<file path="src/rtl/exu_muldiv_pkg.sv">
// Shared constants for the EXU multiply/divide unit.
// Holds default widths, M-extension decode constants, FSM state encodings,
// the captured-op control payload and small func3 decode helpers.
package exu_muldiv_pkg;

  localparam int unsigned MD_XLEN           = 32;
  localparam int unsigned MD_XREG_ADDRWIDTH = 5;

  // M-extension func3 op codes
  localparam logic [2:0] FUNC3_MUL    = 3'b000;
  localparam logic [2:0] FUNC3_MULH   = 3'b001;
  localparam logic [2:0] FUNC3_MULHSU = 3'b010;
  localparam logic [2:0] FUNC3_MULHU  = 3'b011;
  localparam logic [2:0] FUNC3_DIV    = 3'b100;
  localparam logic [2:0] FUNC3_DIVU   = 3'b101;
  localparam logic [2:0] FUNC3_REM    = 3'b110;
  localparam logic [2:0] FUNC3_REMU   = 3'b111;

  // Decode constants identifying an M-extension register-register op
  localparam logic [6:0] OPCODE_ALR      = 7'b0110011;
  localparam logic [6:0] FUNC7_0_000_001 = 7'b0000001;

  // FSM state encodings
  localparam logic [1:0] ST_IDLE = 2'd0;
  localparam logic [1:0] ST_CALC = 2'd1;
  localparam logic [1:0] ST_DONE = 2'd2;

  localparam logic [MD_XLEN-1:0] ZERO = '0;

  // Per-op control captured at acceptance
  typedef struct packed {
    logic [2:0] func3;
    logic       neg;    // negate the magnitude result at the end
  } md_ctl_t;

  // rs1 is treated as signed for MUL, MULH, MULHSU, DIV, REM
  function automatic logic rs1_signed(input logic [2:0] f3);
    return (f3 == FUNC3_MUL) || (f3 == FUNC3_MULH) || (f3 == FUNC3_MULHSU) ||
           (f3 == FUNC3_DIV) || (f3 == FUNC3_REM);
  endfunction

  // rs2 is treated as signed for MUL, MULH, DIV, REM
  function automatic logic rs2_signed(input logic [2:0] f3);
    return (f3 == FUNC3_MUL) || (f3 == FUNC3_MULH) ||
           (f3 == FUNC3_DIV) || (f3 == FUNC3_REM);
  endfunction

endpackage

</file>
<file path="src/rtl/exu_muldiv_iter_core.sv">
// Iterative magnitude datapath: one radix-2 step per cycle.
// Multiply: shift-add, {hi,lo} ends as the 2*XLEN product of a*b.
// Divide: restoring shift-subtract, hi ends as remainder, lo as quotient.
// Ports: clk, rst_n; start loads a/b and the counter; step advances one
// iteration; div_mode selects subtract mode; last_c flags the final step;
// hi_nxt_c/lo_nxt_c are the register values after the current step.
module muldiv_iter_core
  import exu_muldiv_pkg::*;
#(
  parameter int unsigned XLEN  = MD_XLEN,
  parameter int unsigned CNT_W = $clog2(XLEN) + 1
) (
  input  logic            clk,
  input  logic            rst_n,
  input  logic            start,
  input  logic            step,
  input  logic            div_mode,
  input  logic [XLEN-1:0] a,
  input  logic [XLEN-1:0] b,
  output logic            last_c,
  output logic [XLEN-1:0] hi_nxt_c,
  output logic [XLEN-1:0] lo_nxt_c
);

  logic [XLEN-1:0]  hi;
  logic [XLEN-1:0]  lo;
  logic [XLEN-1:0]  b_q;
  logic             div_q;
  logic [CNT_W-1:0] cnt;
  logic [XLEN:0]    sum;
  logic [XLEN:0]    shl;
  logic [XLEN:0]    diff;

  assign last_c = (cnt == CNT_W'(1));

  // Single iteration step
  always_comb begin
    hi_nxt_c = hi;
    lo_nxt_c = lo;
    sum      = '0;
    shl      = '0;
    diff     = '0;
    if (div_q) begin
      // Partial remainder stays below b, so the shifted value fits XLEN+1
      // bits and a set diff MSB means the trial subtract borrowed.
      shl  = {hi, lo[XLEN-1]};
      diff = shl - {1'b0, b_q};
      if (!diff[XLEN]) begin
        hi_nxt_c = diff[XLEN-1:0];
        lo_nxt_c = {lo[XLEN-2:0], 1'b1};
      end else begin
        hi_nxt_c = shl[XLEN-1:0];
        lo_nxt_c = {lo[XLEN-2:0], 1'b0};
      end
    end else begin
      sum      = {1'b0, hi} + (lo[0] ? {1'b0, b_q} : {(XLEN+1){1'b0}});
      hi_nxt_c = sum[XLEN:1];
      lo_nxt_c = {sum[0], lo[XLEN-1:1]};
    end
  end

  // Datapath and iteration counter registers
  always_ff @(posedge clk or negedge rst_n) begin
    if (!rst_n) begin
      hi    <= '0;
      lo    <= '0;
      b_q   <= '0;
      div_q <= 1'b0;
      cnt   <= '0;
    end else if (start) begin
      hi    <= '0;
      lo    <= a;
      b_q   <= b;
      div_q <= div_mode;
      cnt   <= CNT_W'(XLEN);
    end else if (step) begin
      hi    <= hi_nxt_c;
      lo    <= lo_nxt_c;
      cnt   <= cnt - CNT_W'(1);
    end
  end

endmodule

</file>
<file path="src/rtl/exu_muldiv.sv">
// EXU multi-cycle multiply/divide unit (RV32M/RV64M).
// Ports: clk, rst_n (async active-low), flush_in kills the in-flight op;
// in_valid/in_ready with func3_in, rs1_in, rs2_in, rd_addr_in issue an op;
// out_valid/out_ready with rd_out, rd_addr_out, rd_en_out return write-back.
// Build option MULDIV_FAST_MUL_EN: multiplies complete in a single cycle
// instead of the XLEN-cycle iterative path; divides are unaffected.
module exu_muldiv
  import exu_muldiv_pkg::*;
#(
  parameter int unsigned XLEN           = MD_XLEN,
  parameter int unsigned XREG_ADDRWIDTH = MD_XREG_ADDRWIDTH
) (
  input  logic                      clk,
  input  logic                      rst_n,
  input  logic                      flush_in,
  input  logic                      in_valid,
  output logic                      in_ready,
  input  logic [2:0]                func3_in,
  input  logic [XLEN-1:0]           rs1_in,
  input  logic [XLEN-1:0]           rs2_in,
  input  logic [XREG_ADDRWIDTH-1:0] rd_addr_in,
  output logic                      out_valid,
  input  logic                      out_ready,
  output logic [XLEN-1:0]           rd_out,
  output logic [XREG_ADDRWIDTH-1:0] rd_addr_out,
  output logic                      rd_en_out
);

  localparam int unsigned CNT_W = $clog2(XLEN) + 1;
  localparam int unsigned PW    = 2 * XLEN;

  logic [1:0]                state;
  logic [1:0]                state_nxt;
  md_ctl_t                   ctl_q;
  md_ctl_t                   ctl_nxt;
  logic [XLEN-1:0]           rd_out_nxt;
  logic [XREG_ADDRWIDTH-1:0] rd_addr_nxt;
  logic                      out_valid_nxt;
  logic                      in_ready_nxt;
  logic                      start;
  logic                      step;
  logic                      div_op;
  logic                      sa;
  logic                      sb;
  logic                      neg_sel;
  logic                      div_zero;
  logic                      div_ovf;
  logic [XLEN-1:0]           a_mag;
  logic [XLEN-1:0]           b_mag;
  logic                      core_last;
  logic [XLEN-1:0]           core_hi;
  logic [XLEN-1:0]           core_lo;
`ifdef MULDIV_FAST_MUL_EN
  logic [PW-1:0]             fast_prod;
`endif

  // Apply result sign and select the architectural result from hi/lo
  function automatic logic [XLEN-1:0] finalize(input logic [2:0]      f3,
                                               input logic [XLEN-1:0] hi,
                                               input logic [XLEN-1:0] lo,
                                               input logic            neg);
    logic [PW-1:0]   p;
    logic [XLEN-1:0] r;
    p = {hi, lo};
    r = '0;
    if (!f3[2]) begin
      if (neg) p = -p;
      r = (f3 == FUNC3_MUL) ? p[XLEN-1:0] : p[PW-1:XLEN];
    end else if (!f3[1]) begin
      r = neg ? -lo : lo;
    end else begin
      r = neg ? -hi : hi;
    end
    return r;
  endfunction

  // Operand decode: sign flags, magnitudes and special-case detection
  always_comb begin
    div_op   = func3_in[2];
    sa       = rs1_signed(func3_in) & rs1_in[XLEN-1];
    sb       = rs2_signed(func3_in) & rs2_in[XLEN-1];
    a_mag    = sa ? -rs1_in : rs1_in;
    b_mag    = sb ? -rs2_in : rs2_in;
    // Remainder takes the dividend sign; everything else the XOR
    neg_sel  = (div_op && func3_in[1]) ? sa : (sa ^ sb);
    div_zero = div_op && (rs2_in == '0);
    div_ovf  = div_op && !func3_in[0] &&
               (rs1_in == {1'b1, {(XLEN-1){1'b0}}}) && (rs2_in == '1);
  end

`ifdef MULDIV_FAST_MUL_EN
  assign fast_prod = PW'(a_mag) * PW'(b_mag);
`endif

  assign step = (state == ST_CALC);

  muldiv_iter_core #(
    .XLEN  (XLEN),
    .CNT_W (CNT_W)
  ) u_core (
    .clk      (clk),
    .rst_n    (rst_n),
    .start    (start),
    .step     (step),
    .div_mode (div_op),
    .a        (a_mag),
    .b        (b_mag),
    .last_c   (core_last),
    .hi_nxt_c (core_hi),
    .lo_nxt_c (core_lo)
  );

  // Next-state and registered-output logic
  always_comb begin
    state_nxt   = state;
    ctl_nxt     = ctl_q;
    rd_out_nxt  = rd_out;
    rd_addr_nxt = rd_addr_out;
    start       = 1'b0;
    case (state)
      ST_IDLE: begin
        if (in_valid && in_ready && !flush_in) begin
          ctl_nxt.func3 = func3_in;
          ctl_nxt.neg   = neg_sel;
          rd_addr_nxt   = rd_addr_in;
          if (div_zero) begin
            rd_out_nxt = func3_in[1] ? rs1_in : '1;
            state_nxt  = ST_DONE;
          end else if (div_ovf) begin
            rd_out_nxt = func3_in[1] ? '0 : rs1_in;
            state_nxt  = ST_DONE;
`ifdef MULDIV_FAST_MUL_EN
          end else if (!div_op) begin
            rd_out_nxt = finalize(func3_in, fast_prod[PW-1:XLEN],
                                  fast_prod[XLEN-1:0], neg_sel);
            state_nxt  = ST_DONE;
`endif
          end else begin
            start     = 1'b1;
            state_nxt = ST_CALC;
          end
        end
      end
      ST_CALC: begin
        if (flush_in) begin
          state_nxt = ST_IDLE;
        end else if (core_last) begin
          // Final step's values are taken straight from the core
          rd_out_nxt = finalize(ctl_q.func3, core_hi, core_lo, ctl_q.neg);
          state_nxt  = ST_DONE;
        end
      end
      ST_DONE: begin
        // Flush and handshake both return to IDLE; flush drops the result
        if (flush_in || out_ready) state_nxt = ST_IDLE;
      end
      default: state_nxt = ST_IDLE;
    endcase
    out_valid_nxt = (state_nxt == ST_DONE);
    in_ready_nxt  = (state_nxt == ST_IDLE);
  end

  // State and output registers
  always_ff @(posedge clk or negedge rst_n) begin
    if (!rst_n) begin
      state       <= ST_IDLE;
      ctl_q       <= '0;
      rd_out      <= '0;
      rd_addr_out <= '0;
      out_valid   <= 1'b0;
      in_ready    <= 1'b1;
    end else begin
      state       <= state_nxt;
      ctl_q       <= ctl_nxt;
      rd_out      <= rd_out_nxt;
      rd_addr_out <= rd_addr_nxt;
      out_valid   <= out_valid_nxt;
      in_ready    <= in_ready_nxt;
    end
  end

  assign rd_en_out = out_valid;

endmodule

</file>
<file path="config.mk">
export PLATFORM = sky130hd
export DESIGN_NAME = exu_muldiv
export DESIGN_NICKNAME = d
export VERILOG_FILES = /design/src/rtl/exu_muldiv_pkg.sv /design/src/rtl/exu_muldiv_iter_core.sv /design/src/rtl/exu_muldiv.sv
export SDC_FILE = /design/constraint.sdc
export NUM_CORES = 1
export LEC_CHECK = 0
export ABC_AREA = 1
export ABC_CLOCK_PERIOD_IN_PS = 5600
export CAP_MARGIN = 20
export CELL_PAD_IN_SITES_DETAIL_PLACEMENT = 0
export CELL_PAD_IN_SITES_GLOBAL_PLACEMENT = 1
export CORE_MARGIN = 5
export CORE_UTILIZATION = 40
export DETAILED_ROUTE_END_ITERATION = 7
export PLACE_DENSITY = 0.87
export RECOVER_POWER = 25
export SYNTH_ARGS = -nofsm -noshare
export SYNTH_HDL_FRONTEND = slang
export SYNTH_SLANG_ARGS = --single-unit
export TNS_END_PERCENT = 20
</file>
<file path="constraint.sdc">
create_clock -name clk -period 5.6 [get_ports clk]
set_input_delay 0.56 -clock clk [delete_from_list [all_inputs] [get_ports clk]]
set_output_delay 0.56 -clock clk [all_outputs]
set_load 0.02 [all_outputs]
</file>
# ---- Yosys cells after proc, flatten, opt, wreduce, memory -nomap -nowiden
# Index checks and enable logic that the tools add are counted.
# Widths: inputs -> output; s select.
dict set report op_classes {
  n_eq_ne 14
  n_bitwise 3
  addsub 8
  n_reduce_logical 25
  n_mux 39
}
# operator n
set ops {}
lappend ops {{$mux 32} 22}
lappend ops {{$neg 32->32} 4}
lappend ops {{$eq 32x32->1 const B} 2}
lappend ops {{$mux 64} 1}
lappend ops {{$neg 64->64} 1}
lappend ops {{$pmux 32 s2} 1}
lappend ops {{$add 32x33->33} 1}
lappend ops {{$sub 33x32->33} 1}
lappend ops {{$logic_not 32->1} 1}
lappend ops {{$mux 2} 6}
lappend ops {{$mux 6} 2}
lappend ops {{$logic_and 1x1->1} 7}
lappend ops {{$logic_or 1x1->1} 7}
lappend ops {{$eq 3x3->1 const B} 2}
lappend ops {{$eq 6x1->1 const B} 1}
lappend ops {{$logic_not 3->1} 2}
lappend ops {{$mux 1} 6}
lappend ops {{$pmux 2 s3} 1}
lappend ops {{$sub 6x1->6 const B} 1}
lappend ops {{$reduce_and 5->1} 1}
lappend ops {{$eq 2x2->1 const B} 2}
lappend ops {{$logic_not 2->1} 2}
lappend ops {{$ne 2x2->1 const B} 2}
lappend ops {{$reduce_bool 2->1} 2}
lappend ops {{other kinds (9)} 11}
dict set report totals {
  wordCells 101
  reg_bits 148
}

# ---- Longest topological paths before layout
# Gate-level depths: netlist of the first run.
dict set report depth {
  ltp_word 10
  mapped_depth 35
  mapped_depth_nobuf 34
}

# ---- Modules after synthesis
# A second synthesis of the first run with hierarchy kept.
dict set report unflattened {
  hier_cells 3313
  area_unflattened_um2 18601.6
}
# module area_each_um2 cells_per_inst seq_area_each_um2 n_inst
set modules_own_cells {}
lappend modules_own_cells {muldiv_iter_core 10236.1 1674 2577.5 1}
lappend modules_own_cells {exu_muldiv 8365.5 1639 1127.3 1}

# ---- Worst setup path before layout of the first run
# No wires, ideal clock.
dict set report synth_timing {
  kind {reg2reg}
  start {reg u_core.b_q[0]}
  end {reg rd_out[30]}
  slack_ps 1684
  t_arrival_ps 3799
  synth_period_minus_slack_ps 3916
  n_path_buf 0
  path_stages_with_launch 31
  path_cell_list {dfrtp_1 ha_1 fa_1 inv_1 nand2_1 nand2_1 nand3_1 nand2_1 nand2_1 nand2_2 nand2_4 nand3_4 nand2_8 o21ai_2 ha_1 nand3_1 nor2_1 nand2_1 nor2_1 nand2_1 nor2_1 nand3_1 nor4_1 nand2_1 nand3b_1 nand2_1 nand3_1 nand3_1 nand3_1 nand2_1 nand2_1}
}
dict set report synth_via {
  elab_chain_len 10
  word_cells_on_any_way 19
}
# element line
set synth_rtl {}
lappend synth_rtl {{start, declared} exu_muldiv_iter_core.sv:27} ;# logic [XLEN-1:0] b_q;
lappend synth_rtl {{start signal, assigned} exu_muldiv_iter_core.sv:67} ;# b_q <= '0;
lappend synth_rtl {{start signal, assigned} exu_muldiv_iter_core.sv:73} ;# b_q <= b;
lappend synth_rtl {{$sub 33x32->33 / $mux 32 (equally long branches)} {exu_muldiv_iter_core.sv:47, exu_muldiv_iter_core.sv:56}}
lappend synth_rtl {{$mux 1, or another cell as far along} exu_muldiv_iter_core.sv:48} ;# if (!diff[XLEN]) begin
lappend synth_rtl {{$mux 32} exu_muldiv_iter_core.sv:43} ;# if (div_q) begin
lappend synth_rtl {{$neg 64->64, or another cell as far along} exu_muldiv.sv:67} ;# if (neg) p = -p;
lappend synth_rtl {{$mux 64, or another cell as far along} exu_muldiv.sv:67}
lappend synth_rtl {{$mux 32, on equally long branches} {exu_muldiv.sv:68, exu_muldiv.sv:69}}
lappend synth_rtl {{$mux 32 (*)} exu_muldiv.sv:66} ;# if (!f3[2]) begin
lappend synth_rtl {{$mux 32 (*)} exu_muldiv.sv:147} ;# end else if (core_last) begin
lappend synth_rtl {{$mux 32 (*)} exu_muldiv.sv:145} ;# if (flush_in) begin
lappend synth_rtl {{$pmux 32 s2 (*)} exu_muldiv.sv:120} ;# case (state)
lappend synth_rtl {{end signal, assigned} exu_muldiv.sv:175} ;# rd_out <= rd_out_nxt;
lappend synth_rtl {{end, declared} exu_muldiv.sv:24} ;# output logic [XLEN-1:0] rd_out,
# Mark *: on every way between the ends. The rest lies on a longest branch, timed or not. The select of a mux whose other input is x is not followed.
# A chain may end at the register's enable or synchronous reset.

# ---- Final worst setup path of the first run
dict set report layout_timing {
  start {reg u_core.b_q[0]}
  end {reg rd_out[2]}
}
# Same word-level chain as after synthesis.

==> metrics.log, run 1 <==
[metrics] total congestion overflow: 0
[metrics] net switching component of the power: slightly below 9 mW
[metrics] placed insts: around 3800
[metrics] Setup CP Type: register to register
[metrics] most common library cell in the layout ignoring fill and taps: sky130_fd_sc_hd__nand2_1
[metrics] transition time of the tightest slew-check pin: 2.71 ns
[metrics] power share of the clock group: 0.085
[metrics] number of warnings printed during yosys synthesis: 0
[metrics] final number of hold-violating endpoints: 0
[metrics] final routed wire length divided by cell count: roughly 20 µm
[metrics] run status: complete, but fails checks
[metrics] number of buffers on the longest clock path: 2
[metrics] Total GRT Usage: 0.307
[metrics] Fin Setup TNS: 0 ns
[metrics] sequential cell area fraction in the yosys report: 0.203
[metrics] number of buffers created by CTS: 17
[metrics] Worst setup EP type: register
[metrics] core area: between 40000 and 50000 µm²
[metrics] Syn Std Cell Area: roughly 18000 µm²
[metrics] Boundary Pins: approximately 120
[metrics] internal power summed over all cells: 5.27 mW
[metrics] Critical Path Most Common Cell: sky130_fd_sc_hd__nand2_1
[metrics] DR iter-0 viols: a little under 3000
[metrics] period utilization: 0.892
[metrics] non-filler cells, final: around 3800
[metrics] number of gates resized after CTS: 0
[metrics] clock tree from TritonCTS: done
[metrics] Critical Path RT: 5.98 ns
[metrics] Sinks on Clock Net: 148
[metrics] total number of vias: between 20000 and 25000
[metrics] die outline width: 224 µm
[metrics] Slew Limit Fails: 90
[metrics] master of the slowest instance on the critical path: sky130_fd_sc_hd__dfrtp_1
[metrics] number of instances in the synthesized netlist: around 3200
[metrics] number of buffer cells added on primary ports: 116
[metrics] Die Footprint: 50000 µm²
[metrics] peak per-stage delay on the critical path: 0.41 ns
[metrics] static power due to leakage: 10.5 nW
[metrics] count of distinct cell types in the synthesized netlist: 60
[metrics] Total Nets Final: 3375
[metrics] gp weighted congestion: around 1.0
[metrics] quantity of hold-fixing buffers added after cts: 0
[metrics] first-pass iteration count of the detailed router: 6
[metrics] htree depth: 4
[metrics] Avg Vias per Cell: roughly 5.7
[metrics] switching portion of total power: 0.624
[metrics] maximum clock skew at final layout: around 0.022 ns
[metrics] number of rows in the core area: approximately 80
[metrics] via count of the first global-routing pass: 20300
[metrics] initial standard-cell utilization of the core: 0.403
[metrics] CTS Root Cell: sky130_fd_sc_hd__clkbuf_16
[metrics] element type at the critical path start: register
[metrics] global-route wire length before repair: between 100000 and 150000 µm
[metrics] flip-flop and latch count after synthesis: roughly 150
[metrics] vertical die dimension: around 220 µm
[metrics] maximum number of pins on one net before global-route repair: 90
[metrics] number of buffers inserted to repair setup after CTS: 0
[metrics] normalized max-slew margin: -0.805
[metrics] Avg Cell Area, Syn: 5.76 µm²
[metrics] Worst-Skew Late Latency: 0.51 ns
[metrics] Period minus WS final: 5.00 ns
[metrics] area of all placed cells without fillers: ~20000 µm²
[metrics] sum of net half-perimeters after detailed placement: 63100 µm
[metrics] arrival time reported for the critical path endpoint: 5.38 ns
[metrics] failing checks: max-capacitance violations, max-slew violations
[metrics] Area growth syn-to-layout: 12.3%
[metrics] total nets after synthesis: about 3300
[metrics] endpoints failing setup: 0
[metrics] combinational share of power: 0.780
[metrics] leading cell types in the layout, fill and taps excluded: sky130_fd_sc_hd__nand2_1 (1011), sky130_fd_sc_hd__inv_1 (435), sky130_fd_sc_hd__nor2_1 (306)
[metrics] final wirelength: roughly 79000 µm
[metrics] Max Clk Rate: about 0.2 GHz
[metrics] number of maximum-capacitance constraint violations: 1
[metrics] worst-path fanout max: 35
[metrics] detailed-route DRC error count: 0
[metrics] placed inst area: approximately 20000 µm²
[metrics] initial antenna violation count: 2
[metrics] number of cells on the worst reg-to-reg path: 29
[metrics] RSZ-0062 raised after global routing: no
[metrics] antenna-violating nets left: 0
[metrics] worst-case vdd ir drop: about 0.29 mV
[metrics] fraction of power consumed by sequential logic: 0.135
[metrics] Clock Pin Slew Worst Setup and Hold Paths: 0.08 ns
[metrics] number of cells traversed by the worst hold path: 2
[metrics] type of the worst min-delay path: register to register
[metrics] share of final-layout standard cells stronger than drive strength 1: 0.0482
[metrics] total power divided by cell area: 685 nW/µm²
[worst max-delay path, delay by kind of cell (launching register included)]
family / cells / cell delay [ns]
flip-flops: 1 / 0.41
AO/OA/AOI/OAI: 4 / 0.69
adder cells (fa/ha/maj): 3 / 0.85
buffers and inverters: 3 / 0.39
AND/OR/NAND/NOR: 19 / 2.52
[flip-flops by register name (all words and copies together) (netlist names), 2 cells and up]
| register | flops |
|---|---|
| ctl_q | 4 |
| rd_addr_out | 5 |
| rd_out | 32 |
| state | 2 |
| u_core.b_q | 32 |
| u_core.cnt | 6 |
| u_core.hi | 32 |
| u_core.lo | 32 |
[cells in the mapped netlist, drive strengths merged]
master / n / area [µm²]
nand2: 1050 / 4080
o21a: 9 / 67.6
nand4: 39 / 256
nand3b: 30 / 225
o21ai: 242 / 1250
inv: 438 / 1640
nand3: 254 / 1340
nor4: 15 / 93.8
dfstp: 1 / 26.3
buf: 43 / 259
xor2: 80 / 701
or2: 8 / 50.1
o221ai: 22 / 193
a21oi: 154 / 790
a21boi: 1 / 7.51
dfrtp: 147 / 3680
o2111ai: 2 / 17.5
nor3b: 4 / 30.0
fa: 2 / 40.0
a31oi: 14 / 87.6
ha: 71 / 888
o31ai: 2 / 15.0
o22ai: 30 / 188
o211a: 1 / 10.0
clkbuf: 65 / 244
nor3: 50 / 267
xnor2: 23 / 201
o21bai: 11 / 82.6
o311ai: 2 / 17.5
and2: 4 / 27.5
a22oi: 8 / 60.1
o211ai: 14 / 105
a211oi: 2 / 15.0
o41ai: 1 / 8.76
nor2: 322 / 1250
clkinv: 2 / 7.51
a21o: 3 / 22.5
nand2b: 1 / 6.26
[stage by stage]
step                      power, mW  hold WS (ns)  utilization  setup WS [ns]
after detailed placement       12.5         0.467        0.440          0.542
final                          14.0         0.484        0.452          0.604
after CTS                      13.8         0.158        0.452          0.535
after global placement         12.4         0.455        0.440          0.682
after floorplan                9.22         0.264            -           1.68
after global routing           15.2         0.505        0.452         0.0304
[worst paths after layout]
path / from / to / slack [ns]
setup / recovery: u_core.b_q[0]$_DFFE_PN0P_ / rd_out[2]$_DFFE_PN0P_ / 0.60
hold / removal: rd_out[28]$_DFFE_PN0P_ / rd_out[28]$_DFFE_PN0P_ / 0.48
setup reg to reg: u_core.b_q[0]$_DFFE_PN0P_ / rd_out[2]$_DFFE_PN0P_ / 0.60
hold reg to reg: rd_out[28]$_DFFE_PN0P_ / rd_out[28]$_DFFE_PN0P_ / 0.48
max in group asynchronous: rst_n / u_core.div_q$_DFFE_PN0P_ / 2.77
min in group asynchronous: rst_n / rd_out[26]$_DFFE_PN0P_ / 0.76
[power by group through the flow]
stage	registers (mW)	clock network [mW]	logic [mW]
3_5_place_dp	1.89	0	10.6
5_1_grt	1.93	1.25	12.0
3_3_place_gp	1.87	0	10.6
6_report	1.90	1.20	10.9
4_1_cts	1.88	1.22	10.7
2_1_floorplan	1.79	0	7.43
[logic make-up after synthesis]
group | count (synthesis) | share of synthesized area
AO/OA/AOI/OAI | 518 | 0.161
XOR/XNOR | 103 | 0.0494
adder cells (fa/ha/maj) | 73 | 0.0509
buffers and inverters | 548 | 0.118
flip-flops | 148 | 0.203
AND/OR/NAND/NOR | 1777 | 0.418
[routing by layer]
metal  part of all wire  wire, µm  track usage
met1               0.43     34100        0.429
met2               0.42     33300        0.459
met3               0.10      7870       0.0701
met4              0.044      3440        0.121
met5            0.00017        13            0
[cell type report]
cell class / count / area [µm²]
diodes: 2 / 5.00
clock buffers: 20 / 457
clock inverters: 12 / 119
fillers: 4955 / 24800
inverters: 440 / 1650
multi-input cells: 2471 / 12400
flip-flops and latches: 148 / 3710
well taps: 600 / 751
repair buffers: 147 / 1390
(Power assumes the default switching activity.)
==> run 2: changes to the inputs <==
--- a/config.mk
+++ b/config.mk
@@ -13,8 +13,10 @@
 export CORE_MARGIN = 5
 export CORE_UTILIZATION = 40
 export DETAILED_ROUTE_END_ITERATION = 7
+export GPL_ROUTABILITY_DRIVEN = 0
 export PLACE_DENSITY = 0.87
 export RECOVER_POWER = 25
+export SLEW_MARGIN = 20
 export SYNTH_ARGS = -nofsm -noshare
 export SYNTH_HDL_FRONTEND = slang
 export SYNTH_SLANG_ARGS = --single-unit
==> run 2 against run 1 <==
  * Global-route usage is 1.3 points lower
  * Worst hold slack worse by 0.0098 ns
  * Core utilization is 0.16 points higher
  * Sequential power is 3% lower
  * Clock-buffer cell count is 1 lower
  * The flow finishes with violations (design-rule violations, max-capacitance violations, max-slew violations)
  * Die area stayed put
==> metrics.log, run 2 (synthesis gave the netlist of run 1 again) <==
[metrics] leading cell types in the layout, fill and taps excluded: sky130_fd_sc_hd__nand2_1 (1011), sky130_fd_sc_hd__inv_1 (435), sky130_fd_sc_hd__nor2_1 (305)
[metrics] quantity of hold-fixing buffers added after cts: 0
[metrics] number of buffer cells added on primary ports: 116
[metrics] number of buffers on the longest clock path: 2
[metrics] maximum number of pins on one net before global-route repair: 96
[metrics] total power divided by cell area: just under 700 nW/µm²
[metrics] Worst setup EP type: register
[metrics] total congestion overflow: 0
[metrics] RR Endpoint: rd_out[2]$_DFFE_PN0P_
[metrics] count of inserted antenna diode cells: 0
[metrics] core area: 45300 µm²
[metrics] initial antenna violation count: 1
[metrics] number of buffers created by CTS: 17
[metrics] transition time of the tightest slew-check pin: around 3.3 ns
[metrics] final wirelength: roughly 76000 µm
[metrics] endpoints failing setup: 0
[metrics] Die Footprint: 50000 µm²
[metrics] type of the worst min-delay path: register to register
[metrics] sum of net half-perimeters after detailed placement: 59800 µm
[metrics] DR iter-0 viols: roughly 2600
[metrics] Buf/Inv on CP: 3
[metrics] Area growth syn-to-layout: 12.7%
[metrics] category of cells accounting for the largest share of critical-path delay: simple AND/OR/NAND/NOR gates
[metrics] detailed-route DRC error count: 5
[metrics] number of rows in the core area: 78
[metrics] global-route wire length before repair: 115000 µm
[metrics] Total GRT Usage: 0.294
[metrics] run status: complete, but fails checks
[metrics] Filler cells: a little under 5000
[metrics] Period minus WS final: just over 5 ns
[metrics] Worst R2R Start: u_core.b_q[0]$_DFFE_PN0P_
[metrics] final number of hold-violating endpoints: 0
[metrics] static power due to leakage: roughly 11 nW
[metrics] normalized max-slew margin: -1.18
[metrics] clock tree from TritonCTS: done
[metrics] die outline width: about 220 µm
[metrics] Worst-Skew Late Latency: around 0.48 ns
[metrics] worst-path fanout max: 35
[metrics] vertical die dimension: 224 µm
[metrics] source of the critical timing path: u_core.b_q[0]$_DFFE_PN0P_
[metrics] number of maximum-capacitance constraint violations: 1
[metrics] initial standard-cell utilization of the core: 0.403
[metrics] failing checks: design-rule violations, max-capacitance violations, max-slew violations
[metrics] worst-case vdd ir drop: 0.373 mV
[metrics] total number of vias: 21800
[metrics] CTS Root Cell: sky130_fd_sc_hd__clkbuf_16
[metrics] Critical Path Most Common Cell: sky130_fd_sc_hd__nand2_1
[metrics] final routed wire length divided by cell count: between 15 and 20 µm
[metrics] peak per-stage delay on the critical path: around 0.41 ns
[metrics] Slew Limit Fails: 50
[metrics] most common library cell in the layout ignoring fill and taps: sky130_fd_sc_hd__nand2_1
[metrics] Clock Pin Slew Worst Setup and Hold Paths: 0.07 ns
[metrics] master of the slowest instance on the critical path: sky130_fd_sc_hd__dfrtp_1
[metrics] arrival time reported for the critical path endpoint: about 5.4 ns
[metrics] Sinks on Clock Net: ~150
[metrics] element type at the critical path start: register
[metrics] Setup crit end: rd_out[2]$_DFFE_PN0P_
[metrics] first-pass iteration count of the detailed router: 8
[metrics] r2r setup slk: around 0.57 ns
[metrics] htree depth: 4
[metrics] number of cells on the critical path: 29
[metrics] antenna-violating nets left: 0
[metrics] Avg Vias per Cell: roughly 5.7
[metrics] number of cells on the worst reg-to-reg path: 29
[metrics] Critical Path RT: approximately 6.0 ns
[metrics] Max Clk Rate: a little under 0.2 GHz
[metrics] maximum clock skew at final layout: ~0.018 ns
[metrics] Fin Setup TNS: 0 ns
[metrics] period utilization: 0.899
[metrics] Setup CP Type: register to register
[metrics] via count of the first global-routing pass: about 20000
[metrics] Boundary Pins: approximately 120
[metrics] RSZ-0062 raised after global routing: no
[metrics] share of final-layout standard cells stronger than drive strength 1: 0.0479
[metrics] Total Nets Final: 3372
[metrics] Final Total Pwr: approximately 14 mW
## run 2: cell types whose count changed in the layout (fill, tap and decap cells not counted)
cell / before / now
sky130_fd_sc_hd__nor4_1: 15 / 14
sky130_fd_sc_hd__clkinvlp_4: 3 / 1
sky130_fd_sc_hd__diode_2: 2 / 0
sky130_fd_sc_hd__clkbuf_2: 1 / 0
sky130_fd_sc_hd__buf_16: 0 / 1
sky130_fd_sc_hd__buf_4: 31 / 27
sky130_fd_sc_hd__nor2_1: 306 / 305
sky130_fd_sc_hd__nor2_2: 13 / 14
sky130_fd_sc_hd__nor4_2: 0 / 1
sky130_fd_sc_hd__bufinv_16: 1 / 4
## run 2: where the power goes
part	internal, mW	switching, mW	leakage (nW)
clock	0.777	0.548	0.315
sequential	1.47	0.367	1.90
combinational	3.15	7.71	8.32
## run 2: repair_timing
item,4_1_cts,5_1_grt
resized for setup,0,2
setup endpoints to repair,0,5
setup buffers,0,0
## run 2: area by class of cell
type / count / area (µm²) / share of cell area
inverter: 440 / 1650 / 0.0803
clock buffer: 19 / 453 / 0.0220
sequential: 148 / 3710 / 0.180
tap: 600 / 751 / 0.0365
clock inverter: 13 / 194 / 0.00943
multi-input combinational: 2471 / 12400 / 0.604
timing repair buffer: 144 / 1390 / 0.0674
## run 2: metal layers
metal	vias to the layer above	track usage	wire length (µm)
li1	10300	-	-
met1	10000	0.393	30900
met2	1229	0.453	32800
met3	195	0.0700	8440
met4	0	0.133	3720
met5	-	0	0
## run 2: worst min-delay path by stage
| stage | depth (start not counted) | endpoint | start |
|---|---|---|---|
| 3_3_place_gp | 2 | rd_addr_out[2]$_DFFE_PN0P_ | rd_addr_out[2]$_DFFE_PN0P_ |
| 5_1_grt | 2 | rd_addr_out[1]$_DFFE_PN0P_ | rd_addr_out[1]$_DFFE_PN0P_ |
| 6_report | 2 | rd_addr_out[1]$_DFFE_PN0P_ | rd_addr_out[1]$_DFFE_PN0P_ |
| 3_5_place_dp | 2 | rd_addr_out[1]$_DFFE_PN0P_ | rd_addr_out[1]$_DFFE_PN0P_ |
| 4_1_cts | 1 | rd_out[26]$_DFFE_PN0P_ | rst_n |
| 2_1_floorplan | 0 | ctl_q[0]$_DFFE_PN0P_ | rst_n |
## run 2: worst reg2reg max path, delay by kind of cell, from the launching register on
| family | cells | cell delay, ns |
|---|---|---|
| compound gates | 4 | 0.74 |
| flops | 1 | 0.41 |
| buf+inv | 3 | 0.41 |
| simple gates | 19 | 2.50 |
| fa+ha+maj | 3 | 0.86 |
## run 2: metrics by stage
stage          setup slack [ns]  cells  cell area [µm²]  hold WS [ns]   util
2_1_floorplan              1.68   3167            18200         0.264      -
3_3_place_gp              0.689   3802            19900         0.452  0.439
3_5_place_dp              0.520   3802            19900         0.458  0.439
4_1_cts                   0.509   3834            20500         0.251  0.453
5_1_grt                  0.0849   3835            20600         0.502  0.454
6_report                  0.567   3835            20600         0.474  0.454
